===== src/rtl/anc_pkg.sv =====
// Shared ANC datapath definitions: sign-magnitude word width, sign-bit
// position, the special encodings and the word typedef.
package anc_pkg;
  localparam int ANC_W   = 21;
  localparam int SM_SIGN = ANC_W - 1;

  localparam logic [ANC_W-1:0] SM_NEG_ZERO = 21'h100000;
  localparam logic [ANC_W-1:0] SM_MAX_POS  = 21'h0FFFFF;

  typedef logic [ANC_W-1:0] smWord_t;
endpackage


===== src/rtl/SignedAdder.sv =====
// Combinational sign-magnitude adder. A -0 input is treated as +0, the
// magnitude wraps mod 2^(W-1), and a zero-magnitude result always has sign 0.
module SignedAdder #(
  parameter int W = 21
) (
  input  logic [W-1:0] a,
  input  logic [W-1:0] b,
  output logic [W-1:0] sum
);
  logic [W-2:0] magA, magB, mag;
  logic         sgnA, sgnB, sgn;

  // add on equal signs, otherwise subtract the smaller magnitude
  always_comb begin
    magA = a[W-2:0];
    magB = b[W-2:0];
    sgnA = a[W-1] & (|magA);
    sgnB = b[W-1] & (|magB);
    if (sgnA == sgnB) begin
      mag = magA + magB;
      sgn = sgnA;
    end else if (magA >= magB) begin
      mag = magA - magB;
      sgn = sgnA;
    end else begin
      mag = magB - magA;
      sgn = sgnB;
    end
    sum = {sgn & (|mag), mag};
  end
endmodule


===== src/rtl/rr_grant.sv =====
// Round-robin priority search: first set bit of valid at or above ptr,
// wrapping around. Output is one-hot, or zero when nothing is valid.
module rr_grant #(
  parameter int N  = 4,
  parameter int PW = (N > 1) ? $clog2(N) : 1
) (
  input  logic [N-1:0]  valid,
  input  logic [PW-1:0] ptr,
  output logic [N-1:0]  grant
);
  logic [2*N-1:0] rot, back;
  logic [N-1:0]   low, pri;

  // rotate so ptr sits at bit 0, isolate lowest set bit, rotate back
  always_comb begin
    rot   = {valid, valid} >> ptr;
    low   = rot[N-1:0];
    pri   = low & (~low + 1'b1);
    back  = {{N{1'b0}}, pri} << ptr;
    grant = back[N-1:0] | back[2*N-1:N];
  end
endmodule


===== src/rtl/sm_adder_arbiter.sv =====
// Round-robin arbiter sharing one SignedAdder among NREQ requesters with a
// single registered result slot. Optional saturation: SM_ADDER_ARB_SAT_EN.
module sm_adder_arbiter
  import anc_pkg::*;
#(
  parameter int NREQ = 4,
  parameter int W    = ANC_W,
  parameter int IDW  = $clog2(NREQ)
) (
  input  logic              clk,
  input  logic              rst_n,
  input  logic [NREQ-1:0]   req_valid,
  output logic [NREQ-1:0]   req_ready,
  input  logic [NREQ*W-1:0] req_a,
  input  logic [NREQ*W-1:0] req_b,
  output logic              res_valid,
  input  logic              res_ready,
  output logic [W-1:0]      res_data,
  output logic [IDW-1:0]    res_id,
  output logic              res_ovf
);
  logic            slotFull, canIssue, xfer;
  logic [IDW-1:0]  rrPtr, grantIdx, nextPtr, idQ;
  logic [NREQ-1:0] grant;
  logic [W-1:0]    opA, opB, addSum, sumOut, dataQ;

  // a new result may enter when the slot is empty or being drained now
  assign canIssue  = !slotFull || res_ready;
  assign xfer      = |grant;
  assign req_ready = grant;

  rr_grant #(.N(NREQ), .PW(IDW)) uGrant (
    .valid (req_valid & {NREQ{canIssue}}),
    .ptr   (rrPtr),
    .grant (grant)
  );

  // steer the winner's operands to the adder and compute the next pointer
  always_comb begin
    grantIdx = '0;
    opA      = '0;
    opB      = '0;
    for (int i = 0; i < NREQ; i++) begin
      if (grant[i]) begin
        grantIdx = IDW'(i);
        opA      = req_a[i*W +: W];
        opB      = req_b[i*W +: W];
      end
    end
    nextPtr = (int'(grantIdx) == NREQ - 1) ? '0 : grantIdx + 1'b1;
  end

  SignedAdder #(.W(W)) uAdd (
    .a   (opA),
    .b   (opB),
    .sum (addSum)
  );

`ifdef SM_ADDER_ARB_SAT_EN
  logic [W-1:0] magSum;
  logic         ovf, ovfQ;

  // clamp same-sign magnitude overflow to the largest magnitude
  always_comb begin
    magSum = {1'b0, opA[W-2:0]} + {1'b0, opB[W-2:0]};
    ovf    = (opA[W-1] == opB[W-1]) && magSum[W-1];
    sumOut = ovf ? {opA[W-1], {(W-1){1'b1}}} : addSum;
  end

  // overflow flag travels with the result it belongs to
  always_ff @(posedge clk or negedge rst_n) begin
    if (!rst_n)    ovfQ <= 1'b0;
    else if (xfer) ovfQ <= ovf;
  end

  assign res_ovf = ovfQ;
`else
  assign sumOut  = addSum;
  assign res_ovf = 1'b0;
`endif

  // result slot and pointer: load on transfer, clear on drain-only
  always_ff @(posedge clk or negedge rst_n) begin
    if (!rst_n) begin
      slotFull <= 1'b0;
      dataQ    <= '0;
      idQ      <= '0;
      rrPtr    <= '0;
    end else if (xfer) begin
      slotFull <= 1'b1;
      dataQ    <= sumOut;
      idQ      <= grantIdx;
      rrPtr    <= nextPtr;
    end else if (res_ready) begin
      slotFull <= 1'b0;
    end
  end

  assign res_valid = slotFull;
  assign res_data  = dataQ;
  assign res_id    = idQ;
endmodule


===== config.mk =====
export PLATFORM = sky130hd
export DESIGN_NAME = sm_adder_arbiter
export DESIGN_NICKNAME = d
export VERILOG_FILES = /design/src/rtl/anc_pkg.sv /design/src/rtl/SignedAdder.sv /design/src/rtl/rr_grant.sv /design/src/rtl/sm_adder_arbiter.sv
export SDC_FILE = /design/constraint.sdc
export NUM_CORES = 1
export LEC_CHECK = 0
export ABC_AREA = 0
export CAP_MARGIN = 20
export CORE_MARGIN = 2
export CORE_UTILIZATION = 47
export CTS_CLUSTER_SIZE = 12
export DETAILED_ROUTE_END_ITERATION = 7
export GPL_TIMING_DRIVEN = 0
export PLACE_DENSITY = 0.94
export SETUP_SLACK_MARGIN = 0.05
export SYNTH_ARGS = -nofsm -noshare
export SYNTH_HDL_FRONTEND = slang
export SYNTH_SLANG_ARGS = --single-unit

===== constraint.sdc =====
create_clock -name clk -period 7.1 [get_ports clk]
set_clock_uncertainty 0.15 [all_clocks]
set_input_delay 1.42 -clock clk [delete_from_list [all_inputs] [get_ports clk]]
set_output_delay 1.42 -clock clk [all_outputs]
set_load 0.02 [all_outputs]

* Word-level counts from Yosys, hierarchy flattened
Index checks and enable logic that the tools add are counted.
** Operators by class
- Shift-type cells :: 2
- Add/sub/neg operators :: 5
- Eq/ne operators :: 2
- Multiplexer cells :: 18
- Order comparisons :: 1
- Reduce and logical (&&, ||, !) cells :: 7
- Bitwise operators :: 7
** Operators with widths (number)
- $mux 21 :: 8
- $reduce_or 20->1 :: 3
- $mux 20 :: 2
- $sub 20x20->20 :: 2
- $add 20x20->20 :: 1
- $ge 20x20->1 :: 1
- $and 4x4->4 :: 2
- $shl 4x2->8 :: 1
- $shr 8x2->4 :: 1
- $mux 2 :: 3
- $mux 1 :: 5
- $add 4x1->4 const B :: 1
- $not 4->4 :: 1
- $or 4x4->4 :: 1
- $reduce_or 4->1 :: 1
- $and 1x1->1 :: 3
- $add 2x1->2 const B :: 1
- $eq 2x1->1 const B :: 1
- $reduce_bool 2->1 :: 1
- $eq 1x1->1 :: 1
- $logic_not 1->1 :: 1
- $logic_or 1x1->1 :: 1
** Storage, ports and cells
- Input port bits :: 175
- Word-level logic and storage cells :: 46
- Bits in registers :: 26

* Depth between registers and ports, before layout
- Depth after elaboration :: 19
- Depth in mapped cells :: 25
- Mapped depth without buffers :: 22

* Hierarchy
From an unflattened synthesis, not the netlist that was laid out.
** Second synthesis, totals
- Cells, all modules :: 765
- Area, all modules :: 5694.2 um^2
** By module, submodules not included
- SignedAdder :: area an instance 3384.5 um^2, times used 1, cells an instance 485, sequential area each 0.0 um^2
- sm_adder_arbiter :: area an instance 2199.6 um^2, times used 1, cells an instance 262, sequential area each 650.6 um^2
- rr_grant :: area an instance 110.1 um^2, times used 1, cells an instance 18, sequential area each 0.0 um^2

* Least setup slack after synthesis
No wires, ideal clock.
- Path type :: input to register
- Start :: input port req_valid[2]
- End :: register dataQ[20] (netlist: res_data[20])
- Arrival time :: 6031 ps
- Path buffers :: 2
- Slack :: 801 ps
- Stages on the path :: 20
- Library setup time :: 118 ps
- Path through :: buf_2 > nand3b_1 > a311oi_2 > buf_2 > a31oi_1 > o31ai_1 > ha_1 > a21o_1 > a21oi_1 > o21bai_1 > a2111oi_0 > o31ai_1 > a2111oi_0 > a311o_1 > o21bai_1 > a21oi_1 > xnor2_1 > o31a_1 > a32o_1 > a21o_1
** Between the ends
- Cells in the longest elaborated chain, start to end :: 17
** RTL lines
- from (decl) :: line sm_adder_arbiter.sv:12 : input logic [NREQ-1:0] req_valid,
- $and 4x4->4 (*) :: line sm_adder_arbiter.sv:33 : .valid (req_valid & {NREQ{canIssue}}),
- $shr 8x2->4 (*) :: line rr_grant.sv:16 : rot = {valid, valid} >> ptr;
- $not 4->4 :: line rr_grant.sv:18 : pri = low & (~low + 1'b1);
- $add 4x1->4 :: line rr_grant.sv:18
- $and 4x4->4 (*) :: line rr_grant.sv:18
- $shl 4x2->8 (*) :: line rr_grant.sv:19 : back = {{N{1'b0}}, pri} << ptr;
- $or 4x4->4 (*) :: line rr_grant.sv:20 : grant = back[N-1:0] | back[2*N-1:N];
- parallel branches: the longest is 10 deep, another holds $sub 20x20->20
- to (signal assigned) :: line sm_adder_arbiter.sv:91 : dataQ <= sumOut;
- to (decl) :: line sm_adder_arbiter.sv:25 : logic [W-1:0] opA, opB, addSum, sumOut, dataQ;
Every way passes the cells marked *.
A chain may end at the register's enable or synchronous reset.

* Final worst setup path
- Start :: input port req_valid[0]
- End :: register dataQ[20] (netlist: res_data[20])
The elaborated chain is that of the path after synthesis.

==> run summary <==
Status: finished, final reports clean
P_int: 2.38 mW
Top cells by count, synth: nor2_1, inv_1, nor3_1, a21oi_1, ha_1
Leak: 3.54 nW
WS Path Type: in2reg
Maximum VDD drop: 0.298 mV
Slew @ Worst Pin: 1.10 ns
Critical path buffers and inverters: 3
Width of the chip: 115 µm
Critical Path Max Stage Delay: 0.52 ns
Final cell count without fillers: 1186
Post-route DRC: 0
Cts bufs inserted: 3
Final WL: 24500 µm
Critical Path AT: 6.88 ns
Initial DRT Pass Iterations: 5
ANT cells: 0
Die area: 13200 µm²
Syn nets: 1064
Fill count: 979
Largest area contributor in the netlist: ha_1
Pwr dens: 640 nW/µm²
Flop-to-flop setup slack: 1.31 ns
Pwr Total: 5.48 mW
Number of DRC markers in iteration 0: 624
Final antenna-violating net count: 0
Final hold vios: 0
Fmax: 0.146 GHz
Count leader, synth: nor2_1
PortBufs: 201
Die height: 115 µm
Total GRT Usage: 36.1%
CP Cell Sequence: clkdlybuf4s50_1 > a21o_1 > a311oi_4 > buf_4 > a31oi_1 > o32ai_2 > ha_1 > or2_2 > or3_1 > nor4b_2 > a311oi_2 > nand2_2 > buf_4 > mux2_2 > a21oi_1 > xnor2_1 > o211a_1 > o211ai_1 > nor3b_2 > nand4_1 > a21o_1
Synth Warn #: 0
Multi-input logic area: 4960 µm²
Fin util: 71.3%
GP Congestion: 0.991
Final setup viols: 0
Antenna violations before repair: 0
Post-synth EDFFs: 0
Clock-pin slew on the worst setup and hold paths: 0.07 ns
Worst slew margin: 26.1%
Unique cell type count in the Yosys netlist: 79
Max-slew violations: 0
Net Sw Frac: 56.5%
Initial Util: 48.0%
Vias in the first global route: 7369
GRT overflow: 0
Post-cts hold buffer count: 0
Comb pwr share: 91.8%
Clock buffer depth: 2
First-pass GRT wire length: 37300 µm
Final #Nets: 1276
CTS Root Cell: clkbuf_16
Avg Cell Area, Syn: 6.97 µm²
Post-Syn Area: 5770 µm²
Register Area: 651 µm²
IO Count: 204
# clock sinks: 26
Switching power total: 3.10 mW
Mapped Cells: 828
Setup crit end kind: flip-flop
Crit-path max FO: 10
Pin count of the biggest net entering global routing: 27
Total of max-cap violations: 0
Number of H-tree levels: 1
Clock share of power: 3.1%
Final Cycle Share: 96.8%
Synth top area share: 12.6%
Worst min path class: reg2reg
Async set or reset register ratio after synthesis: 100%
Synth Flop Type: dfrtp_1
Synth top area cells: ha_1, dfrtp_1, nor3_1
Setup tns final: 0 ns
Top Family by Delay on Critical Path: compound AO/OA/AOI/OAI gates
Flop pwr share: 5.1%
Clk Latency, worst-skew pair: 0.27 ns
WL per Instance: 20.6 µm
Placed Instances: 1177
CP max-delay cell: clkdlybuf4s50_1
CTS tree: yes
Estimated wirelength of the detail-placed design: 19800 µm
Row cnt: 40
Startpoint types: input pin
Critical Path RT: 7.11 ns
Design Area, Final: 8560 µm²
Flops & latches, synth: 26
Placed cell area: 7970 µm²
Vias/cell: 6.29
Share of cells above drive strength 1: 12.3%
Via count: 7456
Sequential area share after synthesis: 11.3%
Period minus WS final: 6.87 ns
Core outline area: 12000 µm²
Area Overhead vs Synth: 48.5%
-- metrics by stage --
step                setup slack, ns  hold WS, ns
floorplan                     0.801        0.433
global placement              -1.55        0.302
detailed placement            -1.76        0.315
CTS                          0.0534        0.330
global route              -0.000972        0.351
finish                        0.230        0.325
-- power by group through the flow --
| stage | clock [mW] | sequential [mW] | combinational [mW] |
|---|---|---|---|
| after floorplan | 0 | 0.362 | 3.24 |
| after global placement | 0 | 0.277 | 4.45 |
| after detailed placement | 0 | 0.282 | 4.52 |
| after CTS | 0.168 | 0.280 | 4.71 |
| after global routing | 0.172 | 0.288 | 5.46 |
| final | 0.171 | 0.280 | 5.03 |
-- final timing paths --
check                               endpoint  cells past startpoint          from
worst max-delay path            res_data[20]                     21  req_valid[0]
worst min-delay path            res_data[18]                      2  res_data[18]
worst max register to register  res_data[20]                     22      rrPtr[0]
worst min register to register  res_data[18]                      2  res_data[18]
max in group asynchronous       res_data[16]                      2         rst_n
min in group asynchronous        res_data[1]                      1         rst_n
-- registers in the layout, indices dropped and copies added, names as in the netlist --
name and count:
res_data 21, res_id 2, res_valid 1, rrPtr 2
-- cells in the final DEF, fill, tap and decap left out, types with 16 or more instances in the layout --
cell,instances
dfrtp_1,26
mux2i_1,22
inv_1,69
nor2_1,71
buf_4,16
ha_1,53
nor3_1,65
clkbuf_1,19
o21ai_0,21
nand2_1,54
a21oi_1,59
nand3_1,47
a31oi_1,30
xnor2_1,26
clkdlybuf4s50_1,199
-- repair_timing --
action / CTS / global route
setup buffers: 3 / 7
pin swaps: 5 / 2
setup endpoints to repair: 20 / 4
resized for setup: 47 / 49
-- per-layer routing --
layer / GRT usage [%] / vias up / share of wire (%)
met5: 0 / - / 0
met4: 18.9 / 0 / 6.1
met3: 7.70 / 116 / 9.6
met2: 61.4 / 484 / 47
met1: 42.8 / 3405 / 38
li1: - / 3451 / -
-- worst reg2reg max path, cell delays in order (launching register included) --
cell	delay, ns
dfrtp_1	0.41
buf_2	0.19
nand2b_4	0.17
a211oi_2	0.28
clkbuf_1	0.41
nand3_1	0.20
a41oi_2	0.37
inv_1	0.09
ha_1	0.51
nand4bb_1	0.15
or3_1	0.38
nor4b_2	0.32
a311oi_2	0.12
nand2_2	0.21
buf_4	0.17
mux2_2	0.32
a21oi_1	0.21
xnor2_1	0.17
o211a_1	0.17
o211ai_1	0.10
nor3b_2	0.25
nand4_1	0.12
a21o_1	0.19
-- logic make-up after synthesis --
group                      share of synthesized area, %
adders and majority gates                          13.6
xor gates and xnor gates                           5.14
and+or+nand+nor                                    24.9
other                                            0.0650
DFF                                                11.3
buffers and inverters                              9.05
muxes                                              5.53
AOI/OAI and AO/OA                                  30.5
-- layout make-up --
class	count	area share [%]
flip-flops and latches	26	7.60
clock inverters	1	0.351
multi-input cells	672	58.0
repair buffers	213	24.8
inverters	71	3.11
plain buffers	53	3.10
well taps	147	2.15
clock buffers	3	0.877
Note: power is estimated with default switching activity, not from simulation.
